`src/rtl/nvdla_ram_fifo_pkg.sv`:
```
// Shared sizing for the RAM-backed FIFO controller and its output skid.
// DEPTH must stay a power of two so the address pointers wrap for free.
package nvdla_ram_fifo_pkg;
  localparam int DEPTH      = 128;
  localparam int AW         = 7;
  localparam int DW         = 256;
  localparam int CW         = AW + 1;
  localparam int SKID_DEPTH = 2;
  localparam int SKID_CW    = $clog2(SKID_DEPTH + 1);
endpackage

```
`src/rtl/nvdla_fifo_skid2.sv`:
```
// Two-entry output queue that catches RAM read data and presents it to the consumer.
// Data regs carry no reset; only pointers and count are cleared.
module nvdla_fifo_skid2
  import nvdla_ram_fifo_pkg::*;
(
  input  logic               gclk,
  input  logic               grst_n,
  input  logic               push_i,
  input  logic [DW-1:0]      push_data_i,
  input  logic               pop_i,
  output logic               valid_o,
  output logic [DW-1:0]      head_o,
  output logic [SKID_CW-1:0] cnt_o
);
  logic [SKID_DEPTH-1:0][DW-1:0] mem_q, mem_d;
  logic                          wr_ptr_q, wr_ptr_d;
  logic                          rd_ptr_q, rd_ptr_d;
  logic [SKID_CW-1:0]            cnt_q, cnt_d;
  logic                          pop;

  always_comb begin
    pop      = pop_i & (cnt_q != '0);
    mem_d    = mem_q;
    wr_ptr_d = wr_ptr_q;
    rd_ptr_d = rd_ptr_q;
    if (push_i) begin
      mem_d[wr_ptr_q] = push_data_i;
      wr_ptr_d        = ~wr_ptr_q;
    end
    if (pop) rd_ptr_d = ~rd_ptr_q;
    cnt_d = cnt_q + SKID_CW'(push_i) - SKID_CW'(pop);
  end

  always_ff @(posedge gclk) mem_q <= mem_d;

  always_ff @(posedge gclk) begin
    if (!grst_n) begin
      wr_ptr_q <= 1'b0;
      rd_ptr_q <= 1'b0;
      cnt_q    <= '0;
    end else begin
      wr_ptr_q <= wr_ptr_d;
      rd_ptr_q <= rd_ptr_d;
      cnt_q    <= cnt_d;
    end
  end

  assign valid_o = (cnt_q != '0);
  assign head_o  = mem_q[rd_ptr_q];
  assign cnt_o   = cnt_q;

  // The upstream issue rule must keep a free slot for every in-flight read.
  skid_ovf_a: assert property (@(posedge gclk) disable iff (!grst_n)
    !(push_i && (cnt_q == SKID_CW'(SKID_DEPTH)) && !pop));
endmodule

```
`src/rtl/nvdla_ram_fifo_ctl_128x256.sv`:
```
// Sync FIFO control around an external 128x256 two-port RAM: write port from the
// producer, one-cycle read port into a 2-entry skid that feeds the consumer.
module nvdla_ram_fifo_ctl_128x256
  import nvdla_ram_fifo_pkg::*;
(
  input  logic          nvdla_core_clk,
  input  logic          nvdla_core_rstn,
  input  logic          wr_pvld,
  output logic          wr_prdy,
  input  logic [DW-1:0] wr_pd,
  output logic          rd_pvld,
  input  logic          rd_prdy,
  output logic [DW-1:0] rd_pd,
  output logic          ram_we,
  output logic [AW-1:0] ram_wa,
  output logic [DW-1:0] ram_di,
  output logic          ram_re,
  output logic [AW-1:0] ram_ra,
  input  logic [DW-1:0] ram_dout,
  output logic [CW-1:0] fifo_count
);
  logic [AW-1:0]      wr_adr_q, wr_adr_d;
  logic [AW-1:0]      rd_adr_q, rd_adr_d;
  logic [CW-1:0]      ram_cnt_q, ram_cnt_d;
  logic               inflight_q, inflight_d;
  logic [SKID_CW-1:0] skid_cnt;
  logic [2:0]         occ;
  logic               push, pop, issue;

  // wr_prdy looks only at registered state: a same-cycle pop never frees a RAM slot early.
  always_comb begin
    wr_prdy    = (ram_cnt_q != CW'(DEPTH));
    push       = wr_pvld & wr_prdy;
    pop        = rd_pvld & rd_prdy;
    occ        = 3'(skid_cnt) + 3'(inflight_q);
    issue      = (ram_cnt_q != '0) && ((occ - 3'(pop)) < 3'd2);
    wr_adr_d   = wr_adr_q + AW'(push);
    rd_adr_d   = rd_adr_q + AW'(issue);
    ram_cnt_d  = ram_cnt_q + CW'(push) - CW'(issue);
    inflight_d = issue;
  end

  always_ff @(posedge nvdla_core_clk) begin
    if (!nvdla_core_rstn) begin
      wr_adr_q   <= '0;
      rd_adr_q   <= '0;
      ram_cnt_q  <= '0;
      inflight_q <= 1'b0;
    end else begin
      wr_adr_q   <= wr_adr_d;
      rd_adr_q   <= rd_adr_d;
      ram_cnt_q  <= ram_cnt_d;
      inflight_q <= inflight_d;
    end
  end

  // ram_dout is valid the cycle after ram_re, i.e. while inflight_q is set.
  nvdla_fifo_skid2 u_skid (
    .gclk        (nvdla_core_clk),
    .grst_n      (nvdla_core_rstn),
    .push_i      (inflight_q),
    .push_data_i (ram_dout),
    .pop_i       (pop),
    .valid_o     (rd_pvld),
    .head_o      (rd_pd),
    .cnt_o       (skid_cnt)
  );

  assign ram_we     = push;
  assign ram_wa     = wr_adr_q;
  assign ram_di     = wr_pd;
  assign ram_re     = issue;
  assign ram_ra     = rd_adr_q;
  assign fifo_count = ram_cnt_q + CW'(inflight_q) + CW'(skid_cnt);

  ram_cnt_a: assert property (@(posedge nvdla_core_clk) disable iff (!nvdla_core_rstn)
    ram_cnt_q <= CW'(DEPTH));
endmodule
```
`config.mk`:
```
export PLATFORM = sky130hd
export DESIGN_NAME = nvdla_ram_fifo_ctl_128x256
export DESIGN_NICKNAME = d
export VERILOG_FILES = /design/src/rtl/nvdla_ram_fifo_pkg.sv /design/src/rtl/nvdla_fifo_skid2.sv /design/src/rtl/nvdla_ram_fifo_ctl_128x256.sv
export SDC_FILE = /design/constraint.sdc
export NUM_CORES = 1
export LEC_CHECK = 0
export ABC_AREA = 1
export BUFFER_PORTS_ARGS = -buffer_cell sky130_fd_sc_hd__clkbuf_2
export CAP_MARGIN = 20
export CORE_AREA = 2 2 408 410
export DETAILED_ROUTE_END_ITERATION = 10
export DIE_AREA = 0 0 410 412
export PLACE_DENSITY = 0.3
export RECOVER_POWER = 25
export SYNTH_ARGS = -nofsm -noshare
export SYNTH_HDL_FRONTEND = slang
export SYNTH_SLANG_ARGS = --single-unit
```
`constraint.sdc`:
```
create_clock -name nvdla_core_clk -period 20.4 [get_ports nvdla_core_clk]
set_input_delay 1.02 -clock nvdla_core_clk [delete_from_list [all_inputs] [get_ports nvdla_core_clk]]
set_output_delay 1.02 -clock nvdla_core_clk [all_outputs]
set_load 0.05 [all_outputs]
```
==> summary.md <==
The flow ran to the end, and the final reports show no timing, DRC or antenna violations. The endpoint type of the worst setup path was an output port. The final-report max-slew violation count is 0. Peak ir drop on the vdd network: 81.4 µV. The part of the cycle the worst path needs was 22.4%; the minimum clock period was 4.57 ns.

The run gives 103 as the pin count of the biggest net entering global routing. In this run the post-CTS setup repair buffer count came out at 0. The power density over the cells works out to 157 nW/µm². Remaining antenna violation count after routing: 0.

The first global-routing pass estimated 150 mm of wire. The floorplan row count was 149; the number of cells on the worst reg-to-reg path was 6. Across the run, the number of max-cap violations was 0.

The analysis attributes to cell leakage a power of 10.7 nW. Static timing analysis puts the maximum clock frequency at 219 MHz. The ratio of routed vias to standard cells is 3.19. For the cell area reported after detailed placement, the log shows 25,500 µm². The worst setup path is of the reg2out kind. Dividing the detail-routed wire length by the instance count gives 27.7 µm. Buffers placed on the I/O ports in this run total 541. The area added between synthesis and finish is 23.4%, and the setup slack of the worst register-to-register path is 15.98 ns. The distinct cell type count after synthesis was 24; the horizontal die dimension was 410 µm.

The total CTS buffers was 72. The worst register-to-register path ends at u_skid.mem_q[124]. In the final layout, the multi-input gates occupy 3790 µm². The post-synthesis instance area was 22,200 µm²; the initial core utilization was 13.5%.

The largest fanout of any net on the critical path works out to 91. In this run, post-CTS repair resized a total of 0 instances. Counting every net in the synthesized netlist gives 2,344. Headroom to the max-slew limit came out at 37.7%. The start point of the worst hold path was ram_wa[6].

The detailed-routing iteration count for the pre-antenna-repair pass was 5; the DRC violations left was 0. The run gives 0.67 ns as the clock latency reported for the late side of the worst-skew pair. Setup slack closes at 15.83 ns. The sequential-to-total area share from yosys stat was 71.5%; the clock-pin transition on the worst setup and hold timing paths was 0.05 ns. The count of warnings emitted by yosys was 0. In this run the deepest clock path goes through 3 buffers. TritonCTS built the clock tree. After routing the design area is 27,400 µm². The logs give 3 for the deepest level of the CTS H-tree and 4.32 mW for the final total power. The run gives 169,000 µm² as the die outline area. For this block, the via count after detailed routing is 13.9k. The run gives 23 as the number of antenna violations at the first check in global routing. The logs give 15.76 ns for the pre-CTS setup slack and 15,900 µm² for the footprint of the flip-flops and latches. The final number of hold-violating endpoints is 0. The run gives 709 as the iteration-0 DRC count of the detailed router. The tools report the startpoint of the lowest-slack register-to-register path as inflight_q. In the synthesized netlist, the number of instances is 1,801.

Across every metal layer, demand over resource in global routing totals 13.6%. Kind of start point of the critical path: a flip-flop. Setup repair after global routing left no endpoint under its margin. The pin slew with the least headroom to its limit is 0.935 ns.

In the final design database the tool counted 2,658 nets. In this run, post-CTS hold repair placed 0 buffers. The routed wire length is 121 mm. The wire-length estimate of the detail-placed layout is 97.9 mm. After filler insertion, the fill cell instance count of the layout stands at 18.3k.

The run gives 164,000 µm² as the area of the core. The clock root buffer was sky130_fd_sc_hd__clkbuf_16. The average footprint of a synthesized cell works out to 12.4 µm². Setup total negative slack on the finished layout was measured at 0 ns. The tools report the end point of the worst hold path as ram_wa[6].

The worst hold path cell count was 2. The tools report the clock net sink count as 539. The tools report the final core area utilization as 16.7%. The run gives 3.55 ns as the arrival time reported for the critical path endpoint. The register bit total from synthesis came out at 539. The clock skew is 0.0411 ns, and the total global routing overflow is 0. The fraction of layout instances using a drive strength above 1 works out to 23.1%. The number of global-route vias before repair was 13.6k. Class of the tightest hold or removal check: reg2reg. At the end of routability-driven placement, the weighted congestion stood at 0.995. Setup violations remaining at the end of the flow were counted as 0. The logs give 1,054 for the number of placed I/O pins and 19.38 ns for the worst path required time.

The die height came out at 412 µm.
## state kept, by name, indices dropped and copies added, names as in the netlist
signal	count
inflight_q	1
ram_cnt_q	8
ram_ra	7
ram_wa	7
u_skid.cnt_o	2
u_skid.mem_q	512
u_skid.rd_ptr_q	1
u_skid.wr_ptr_q	1
## worst max path at each step
stage / startpoint / endpoint / slack, ns
floorplan: inflight_q / u_skid.mem_q[0] / 8.49
global placement: inflight_q / u_skid.mem_q[129] / 15.79
detailed placement: inflight_q / u_skid.mem_q[129] / 15.76
CTS: u_skid.rd_ptr_q / rd_pd[179] / 15.66
global route: u_skid.rd_ptr_q / rd_pd[179] / 15.51
finish: u_skid.rd_ptr_q / rd_pd[179] / 15.83
## final cells by class
| type | count | share of cell area (%) |
|---|---|---|
| sequential | 539 | 58.0 |
| multi-input combinational | 904 | 13.8 |
| tap | 2189 | 9.98 |
| timing repair buffer | 555 | 9.58 |
| clock buffer | 88 | 6.94 |
| clock inverter | 40 | 1.03 |
| inverter | 43 | 0.643 |
| antenna | 1 | 0.00912 |
## cells by family after synthesis
logic type	Yosys count	share of synthesized area, %
compound gates	22	0.518
flops	539	71.5
xor+xnor	11	0.433
simple gates	844	14.4
fa+ha+maj	27	1.65
buf+inv	358	11.4
## metrics by stage
step	cells	hold slack (ns)
4_1_cts	4358	0.459
3_5_place_dp	4230	0.501
3_3_place_gp	4230	0.497
6_report	4359	0.513
5_1_grt	4358	0.502
2_1_floorplan	1801	0.489
## power breakdown
| group | switching, mW | internal (mW) | leakage [nW] |
|---|---|---|---|
| Combinational | 1.34 | 0.286 | 4.68 |
| Sequential | 0.0553 | 1.44 | 4.92 |
| Clock | 0.503 | 0.700 | 1.08 |
## critical path, stage by stage (launching register included)
cell and delay, ns:
sky130_fd_sc_hd__dfxtp_4 0.51, sky130_fd_sc_hd__inv_8 0.42, sky130_fd_sc_hd__buf_4 0.63, sky130_fd_sc_hd__buf_4 0.65
sky130_fd_sc_hd__nand2_1 0.10, sky130_fd_sc_hd__nand2_1 0.15, sky130_fd_sc_hd__clkbuf_2 0.31
## cells in the final DEF, fill, tap and decap left out, types with 3 or more instances in the layout
| cell type | instances |
|---|---|
| sky130_fd_sc_hd__clkinv_2 | 12 |
| sky130_fd_sc_hd__edfxtp_1 | 512 |
| sky130_fd_sc_hd__xor2_1 | 7 |
| sky130_fd_sc_hd__nor3_1 | 3 |
| sky130_fd_sc_hd__fa_1 | 4 |
| sky130_fd_sc_hd__clkbuf_16 | 74 |
| sky130_fd_sc_hd__clkinv_1 | 19 |
| sky130_fd_sc_hd__clkbuf_2 | 385 |
| sky130_fd_sc_hd__nand3_1 | 13 |
| sky130_fd_sc_hd__dfxtp_1 | 26 |
| sky130_fd_sc_hd__nor2_1 | 19 |
| sky130_fd_sc_hd__xnor2_1 | 4 |
| sky130_fd_sc_hd__inv_1 | 40 |
| sky130_fd_sc_hd__a21oi_1 | 14 |
| sky130_fd_sc_hd__bufinv_16 | 3 |
| sky130_fd_sc_hd__ha_1 | 23 |
| sky130_fd_sc_hd__o21ai_0 | 6 |
| sky130_fd_sc_hd__inv_6 | 4 |
| sky130_fd_sc_hd__nand2_1 | 804 |
| sky130_fd_sc_hd__buf_4 | 13 |
| sky130_fd_sc_hd__clkbuf_1 | 170 |
## cells in the mapped netlist, drive strengths merged
cell	count	area [µm²]
nor2	20	75.1
o21a	1	7.51
buf	312	2370
fa	4	80.1
nand3	13	65.1
nor3	5	35.0
dfxtp	27	541
xnor2	4	35.0
clkbuf	3	11.3
edfxtp	512	15400
a21oi	14	70.1
nand2	804	3020
a211oi	1	7.51
inv	43	164
xor2	7	61.3
o21ai	6	30.0
nand4	2	12.5
ha	23	288
## routing by layer
layer	vias to the layer above	part of all wire [%]	GRT usage [%]
li1	6348	-	-
met1	6434	24	9.57
met2	920	53	25.2
met3	166	20	12.4
met4	40	3.0	4.24
met5	-	0.22	0
Note: power is estimated with default switching activity, not from simulation.
